[src/rtl/vga_timing_pkg.sv]
// 640x480@60 VGA timing defaults and colour field layout
// shared by the scan engine and its axis counters.
package vga_timing_pkg;

    localparam int H_ACTIVE = 640;
    localparam int H_FP     = 16;
    localparam int H_SYNC   = 96;
    localparam int H_BP     = 48;
    localparam int H_TOTAL  = H_ACTIVE + H_FP + H_SYNC + H_BP;

    localparam int V_ACTIVE = 480;
    localparam int V_FP     = 10;
    localparam int V_SYNC   = 2;
    localparam int V_BP     = 33;
    localparam int V_TOTAL  = V_ACTIVE + V_FP + V_SYNC + V_BP;

    localparam int H_SYNC_START = H_ACTIVE + H_FP;
    localparam int H_SYNC_END   = H_SYNC_START + H_SYNC - 1;
    localparam int V_SYNC_START = V_ACTIVE + V_FP;
    localparam int V_SYNC_END   = V_SYNC_START + V_SYNC - 1;

    localparam logic SYNC_POL = 1'b0;

    localparam int R_HI = 7;
    localparam int R_LO = 5;
    localparam int G_HI = 4;
    localparam int G_LO = 2;
    localparam int B_HI = 1;
    localparam int B_LO = 0;

endpackage

[src/rtl/vga_axis_counter.sv]
// One scan axis: position counter with blanking and sync decode
// of the position being entered on this clock.
module vga_axis_counter #(
    parameter int ACTIVE = 640,
    parameter int FP     = 16,
    parameter int SYNC   = 96,
    parameter int BP     = 48
) (
    input  logic       clk_50MHz,
    input  logic       RESET,
    input  logic       en,
    output logic [9:0] count,
    output logic       blank,
    output logic       sync,
    output logic       wrap
);

    localparam int TOTAL = ACTIVE + FP + SYNC + BP;
    localparam logic [9:0] LAST = 10'(TOTAL - 1);
    localparam logic [9:0] ACT  = 10'(ACTIVE);
    localparam logic [9:0] S_LO = 10'(ACTIVE + FP);
    localparam logic [9:0] S_HI = 10'(ACTIVE + FP + SYNC - 1);

    logic [9:0] nxt;

    assign wrap = en && (count == LAST);

    always_comb begin
        nxt = count;
        if (en) nxt = (count == LAST) ? '0 : count + 10'd1;
    end

    // decoded from nxt so the caller can register it with the new position
    assign blank = (nxt >= ACT);
    assign sync  = (nxt >= S_LO) && (nxt <= S_HI);

    always_ff @(posedge clk_50MHz) begin
        if (RESET) count <= '0;
        else       count <= nxt;
    end

endmodule

[src/rtl/vga_scan_engine.sv]
// VGA scan engine: pixel clock, scan coordinates for the colour
// producer, and a one-pixel colour/sync pipeline to the DAC pins.
module vga_scan_engine #(
    parameter int   H_ACTIVE = vga_timing_pkg::H_ACTIVE,
    parameter int   H_FP     = vga_timing_pkg::H_FP,
    parameter int   H_SYNC   = vga_timing_pkg::H_SYNC,
    parameter int   H_BP     = vga_timing_pkg::H_BP,
    parameter int   V_ACTIVE = vga_timing_pkg::V_ACTIVE,
    parameter int   V_FP     = vga_timing_pkg::V_FP,
    parameter int   V_SYNC   = vga_timing_pkg::V_SYNC,
    parameter int   V_BP     = vga_timing_pkg::V_BP,
    parameter logic SYNC_POL = vga_timing_pkg::SYNC_POL
) (
    input  logic       clk_50MHz,
    input  logic       RESET,
    input  logic [7:0] COLOR,
    output logic       CLK_DATA,
    output logic [9:0] CURX,
    output logic [8:0] CURY,
    output logic       HBLANK,
    output logic       VBLANK,
    output logic       FRAME_START,
    output logic       hs_vga,
    output logic       vs_vga,
    output logic [2:0] RED,
    output logic [2:0] GREEN,
    output logic [1:0] BLUE
);

    import vga_timing_pkg::R_HI, vga_timing_pkg::R_LO;
    import vga_timing_pkg::G_HI, vga_timing_pkg::G_LO;
    import vga_timing_pkg::B_HI, vga_timing_pkg::B_LO;

    logic       phase;
    logic       adv;
    logic [9:0] hcount;
    logic [9:0] vcount;
    logic       hb, hs, hwrap;
    logic       vb, vs, vwrap;
    logic       hs_d, vs_d;

    // advance on the edge where CLK_DATA falls
    assign adv = !phase;

    vga_axis_counter #(
        .ACTIVE (H_ACTIVE),
        .FP     (H_FP),
        .SYNC   (H_SYNC),
        .BP     (H_BP)
    ) u_h (
        .clk_50MHz (clk_50MHz),
        .RESET     (RESET),
        .en        (adv),
        .count     (hcount),
        .blank     (hb),
        .sync      (hs),
        .wrap      (hwrap)
    );

    vga_axis_counter #(
        .ACTIVE (V_ACTIVE),
        .FP     (V_FP),
        .SYNC   (V_SYNC),
        .BP     (V_BP)
    ) u_v (
        .clk_50MHz (clk_50MHz),
        .RESET     (RESET),
        .en        (hwrap && adv),
        .count     (vcount),
        .blank     (vb),
        .sync      (vs),
        .wrap      (vwrap)
    );

    always_ff @(posedge clk_50MHz) begin
        if (RESET) begin
            phase       <= 1'b0;
            CLK_DATA    <= 1'b0;
            FRAME_START <= 1'b0;
            HBLANK      <= 1'b1;
            VBLANK      <= 1'b1;
            CURX        <= '0;
            CURY        <= '0;
            hs_d        <= 1'b0;
            vs_d        <= 1'b0;
            hs_vga      <= !SYNC_POL;
            vs_vga      <= !SYNC_POL;
            RED         <= '0;
            GREEN       <= '0;
            BLUE        <= '0;
        end else begin
            phase       <= !phase;
            CLK_DATA    <= phase;
            FRAME_START <= vwrap;
            if (adv) begin
                HBLANK <= hb;
                VBLANK <= vb;
                CURX   <= (hb || vb || hwrap) ? '0 : hcount + 10'd1;
                CURY   <= (vb || vwrap) ? '0 : 9'(vcount + 10'(hwrap));
                hs_d   <= hs;
                vs_d   <= vs;
                hs_vga <= hs_d ? SYNC_POL : !SYNC_POL;
                vs_vga <= vs_d ? SYNC_POL : !SYNC_POL;
                // COLOR answers the coordinate still shown on CURX/CURY
                if (HBLANK || VBLANK) begin
                    RED   <= '0;
                    GREEN <= '0;
                    BLUE  <= '0;
                end else begin
                    RED   <= COLOR[R_HI:R_LO];
                    GREEN <= COLOR[G_HI:G_LO];
                    BLUE  <= COLOR[B_HI:B_LO];
                end
            end
        end
    end

endmodule
[config.mk]
export PLATFORM = sky130hd
export DESIGN_NAME = vga_scan_engine
export DESIGN_NICKNAME = d
export VERILOG_FILES = /design/src/rtl/vga_timing_pkg.sv /design/src/rtl/vga_axis_counter.sv /design/src/rtl/vga_scan_engine.sv
export SDC_FILE = /design/constraint.sdc
export NUM_CORES = 1
export LEC_CHECK = 0
export ABC_AREA = 1
export CAP_MARGIN = 20
export CORE_ASPECT_RATIO = 0.6
export CORE_UTILIZATION = 30
export DETAILED_ROUTE_END_ITERATION = 8
export DONT_BUFFER_PORTS = 1
export HOLD_SLACK_MARGIN = 0.08
export PLACE_DENSITY = 0.53
export SYNTH_ARGS = -nofsm -noshare
export SYNTH_HDL_FRONTEND = slang
export SYNTH_SLANG_ARGS = --single-unit
[constraint.sdc]
create_clock -name clk_50MHz -period 2.7 [get_ports clk_50MHz]
set_input_delay 0 -clock clk_50MHz [delete_from_list [all_inputs] [get_ports clk_50MHz]]
set_output_delay 0 -clock clk_50MHz [all_outputs]
set_load 0.02 [all_outputs]
# After elaboration in Yosys (flattened, before gate mapping)
# Index checks and enable logic that the tools add are counted.
# totals
register_bits,56
inputBits,10
output_inout_bits,33
wordCells,48
# classes
addsub,3
n_lt_le_gt_ge,6
n_eq_ne,2
muxes,11
reduce_logical,10
# ops
op,count
10-bit 2-to-1 mux,5
10-bit by 1-bit adder with 10-bit output (second input constant),2
10-bit == test (second input constant),2
10-bit greater-or-equal comparator (second input constant),2
10-bit by 9-bit greater-or-equal comparator with 1-bit output (second input constant),2
10-bit <= comparator (second input constant),1
10-bit by 9-bit <= comparator with 1-bit output (second input constant),1
9-bit by 1-bit adder with 9-bit output,1
9-bit 2-to-1 mux,1
3-bit 2-to-1 mux,2
1-bit logical AND,5
1-bit logical OR,4
1-bit 2-to-1 mux,2
2-bit 2-to-1 mux,1
1-bit logical NOT,1

# Longest topological paths before layout
# depth
ltp_word,8
ltp_mapped,14
mapped_depth_nobuf,14

# Modules after synthesis
# A second synthesis with hierarchy kept.
# unflattened
cells_unflattened,407
hier_area_um2,2906.5
# by_module_without_submodules
module,n_inst,cells_per_inst,area_per_inst_um2,seq_area_each_um2
vga_scan_engine,1,208,1550.2,720.7
vga_axis_counter (u_v),1,112,705.7,200.2
vga_axis_counter (u_h),1,87,650.6,200.2

# Least setup slack after synthesis
# Ideal clock, no wire load.
# synth_path
path_type,flip-flop to flip-flop
from,reg u_h.count[0]
to,reg CURY[6]
setup_ps,116
arrival_time_ps,2015
required_ps,2584
slack_ps,569
path_stages_with_launch,14
path_buffers,0
period_less_slack_ps,2131
cell_sequence,dfxtp_1 -> ha_1 -> nand3_1 -> nor2_1 -> nand2_1 -> nor2_2 -> ha_1 -> ha_1 -> nand2_1 -> nor2_1 -> nand3_1 -> xor2_1 -> nand2_1 -> o21ai_1
# synth_between
elab_chain_len,7
elab_cells_between_ends,9
cone_classes,add/sub (1); order compare (1); eq/ne (1); mux (2); reduce/logical (4)
# synth_rtl
item,line_no,text
start: declaration,vga_axis_counter.sv:12,"output logic [9:0] count,"
start signal: assignment,vga_axis_counter.sv:39,else count <= nxt;
10-bit == test *,vga_axis_counter.sv:26,assign wrap = en && (count == LAST);
1-bit logical AND *,vga_axis_counter.sv:26,
1-bit logical AND,vga_scan_engine.sv:68,".en (hwrap && adv),"
10-bit 2-to-1 mux,vga_axis_counter.sv:30,if (en) nxt = (count == LAST) ? '0 : count + 10'd1;
10-bit by 9-bit greater-or-equal comparator with 1-bit output,vga_axis_counter.sv:34,assign blank = (nxt >= ACT);
1-bit logical OR,vga_scan_engine.sv:99,CURY <= (vb || vwrap) ? '0 : 9'(vcount + 10'(hwrap));
9-bit 2-to-1 mux *,vga_scan_engine.sv:99,
end signal: assignment,vga_scan_engine.sv:99,
end: declaration,vga_scan_engine.sv:19,"output logic [8:0] CURY,"
# Mark *: on every way between the ends. The rest lies on a longest branch, timed or not.
# A chain may end at the register's enable or synchronous reset.

# Worst setup path after layout
# Same ends and word-level chain as after synthesis.

==> metrics.cfg <==
[route]
vias = 2317
viasPerCell = 4.671
drc = 0
wl_per_cell_um = 13.39
drt-initial-drc-count = 139
drtAntennaViolNets = 0
drt-pass1-iter-count = 4
wl_um = 6639

[worst_setup_path]
r2r_cells = 13
worstReg2RegEnd = CURY[6]
cpPeakStageDelay_ns = 0.42
cp.required_ns = 2.93
crit_family = simple AND/OR/NAND/NOR gates
reg2reg_slack_ns = 0.29
crit_buf_inv = 0
start_kind = register
endpoint_kind = register
startpoint = u_h.count[0]
crit_arrival_ns = 2.64
worstSetupPathType = register to register
r2r_start = u_h.count[0]
cp_cell_sequence = ha_1 > nand3_1 > nor2_2 > nand2_1 > nor2_2 > ha_1 > ha_1 > nand2_1 > nor2_1 > nand3_1 > xor2_1 > nand2_1 > o21ai_1
crit_fanout = 6
cp_slowest_cell = dfxtp_1

[synthesis]
synthArstFlopShare_pct = 0
synthFlopType = dfxtp_1
syn_area_um2 = 2688
postSynthCellCount = 375
yosysUniqueCellTypes = 34
synth_top_area_cell = dfxtp_1
synth-seq-area-share_pct = 41.71
syn-num-nets = 390
synth_top_area_share_pct = 41.71
synth_edf_count = 0
yosysWarnings = 0
synthesis.area_per_instance_um2 = 7.167
ys_ff_latch = 56
synth_area_leaders = dfxtp_1, nand2_1, nor2_1, nand3_1, inv_1

[place]
placedCellCount = 479
place_area_um2 = 2808
place_hpwl_um = 5017
place.gp.congestion = 0.9348
io_buffers = 0
place_ws_ns = 0.2420

[floorplanning]
fp-row-count = 26
die_area_um2 = 9353
num_io_pins = 43
initial_core_util_pct = 31.29
die_w_um = 124.2
coreArea_um2 = 8588
die_h_um = 75.32

[clocking]
clockBufferDepth = 2
cts_root_buffer = clkbuf_16
htreeDepth = 2
cts_inserted_buffers = 5
insertion_delay_ns = 0.29
clk_pin_slew_ns = 0.07
cts.sinks = 56
cts_setup_buffers = 0
cts_tree = built

[timing]
max_clock_freq_mhz = 414.8
setup_slack_ns = 0.2894
fin_skew_ns = 0.004340
finalMaxSlewViolations = 0
rsz0062_at_grt = false
worstMarginPinSlew_ns = 0.8503
fin_crit_ns = 2.411
hold_violations = 0
finalSetupViolations = 0
setup_tns_ns = 0
slew_headroom_pct = 43.13
fin_crit_sh_pct = 89.28

[flow_run]
drv_cap = 0

[worst_hold_path]
whs_endpoint = RED[0]
min_path_cells = 2
min_from = COLOR[5]
holdCritPathClass = input port to register

[pwr]
leakage_nw = 1.243
ir_drop_uv = 264.6
power_density_nw_per_um2 = 524.2

[layout]
antenna_cells = 0
areaGrowthSynthToFinish_pct = 13.31
design_area_um2 = 3045
drive_above_1_share_pct = 10.68
fin_cells = 496
nets = 398

[global_routing]
grt_pass1_wl_um = 10280
grt_max_degree = 22
antenna_found_initial = 0
grt_usage_pct = 14.68
grt.overflow.total = 0
grt_pass1_vias = 1996

[status]
outcome = finished clean

## layer usage
metal  part of all wire (%)  vias up  GRT usage [%]
met5                      0        -              0
met4                   0.45        0          2.778
met3                    9.5        4          5.165
met2                     35       76          19.40
met1                     55     1015          22.36
li1                       -     1222              -
## registers in the layout, indices dropped and copies added, names as in the netlist, 2 cells and up
name / count
u_v.count: 10
BLUE: 2
CURX: 10
u_h.count: 10
RED: 3
CURY: 9
GREEN: 3
## area by class of cell
cell class                      count  area [um^2]
Clock inverter                      2        16.27
Fill cell                         894         5543
Multi-Input combinational cell    274         1395
Timing Repair Buffer               13        120.1
Sequential cell                    56         1121
Inverter                           33        123.9
Clock buffer                        6        128.9
Tap cell                          112        140.1
## report_power, final
part / total (W) / switching, W / internal [W]
Combinational: 0.0000747 / 0.0000469 / 0.0000278
Sequential: 0.000875 / 0.0000320 / 0.000843
Clock: 0.000647 / 0.000300 / 0.000347
Total: 0.00160 / 0.000379 / 0.00122
## Yosys cell counts (5+ instances only)
library cell,count
nand2_1,119
o21ai_1,6
o21ai_0,9
nor2_2,5
ha_1,5
xor2_1,8
nand4_1,9
a32o_1,8
a21oi_1,5
nor2_1,48
dfxtp_1,56
clkbuf_1,8
inv_1,29
o21ai_2,8
nand3_1,22
## cell families after synthesis
logic type | Yosys count | synth area share [%]
AOI/OAI and AO/OA | 41 | 11.08
xor gates and xnor gates | 8 | 2.607
buffers and inverters | 45 | 6.564
DFF | 56 | 41.71
and+or+nand+nor | 220 | 35.71
adders and majority gates | 5 | 2.328
## worst max-delay path by stage
stage                         end  cells past startpoint  slack (ns)
after floorplan           CURY[6]                     13        0.57
after global routing      CURY[6]                     13        0.02
final                     CURY[6]                     13        0.29
after CTS                 CURY[6]                     13        0.23
after global placement    CURY[6]                     13        0.36
after detailed placement  CURY[6]                     13        0.24
## layout by cell type (no fill, tap or decap), types with 4 or more instances in the layout
cell type | Yosys | routed
nand2_1 | 119 | 119
o21ai_2 | 8 | 8
a32o_1 | 8 | 8
nand3_1 | 22 | 22
inv_1 | 29 | 29
a21oi_1 | 5 | 5
o21ai_1 | 6 | 6
nor2_1 | 48 | 46
xor2_1 | 8 | 8
clkbuf_16 | 0 | 5
o21ai_0 | 9 | 9
dfxtp_1 | 56 | 56
nor2_2 | 5 | 7
dlygate4sd3_1 | 0 | 9
ha_1 | 5 | 5
buf_4 | 1 | 4
nand4_1 | 9 | 9
## timing repair
item                                    CTS  global route
endpoints found under the hold margin    39             0
resized for setup                         0             1
endpoints found under the setup margin    0             1
hold buffers                              9             0
## worst register-to-register path: stages (launching register included)
cell,delay (ns)
dfxtp_1,0.42
ha_1,0.21
nand3_1,0.13
nor2_2,0.18
nand2_1,0.13
nor2_2,0.20
ha_1,0.21
ha_1,0.16
nand2_1,0.08
nor2_1,0.19
nand3_1,0.11
xor2_1,0.14
nand2_1,0.06
o21ai_1,0.13
## per-stage QoR
step | utilization (%) | power, W | hold slack, ns
floorplan | - | 0.0009382 | 0.1682
finish | 35.46 | 0.001596 | 0.4160
CTS | 35.43 | 0.001611 | 0.4153
global route | 35.46 | 0.001659 | 0.4216
global placement | 32.69 | 0.0009520 | 0.07392
detailed placement | 32.69 | 0.0009534 | 0.07481
(Power assumes the default switching activity.)
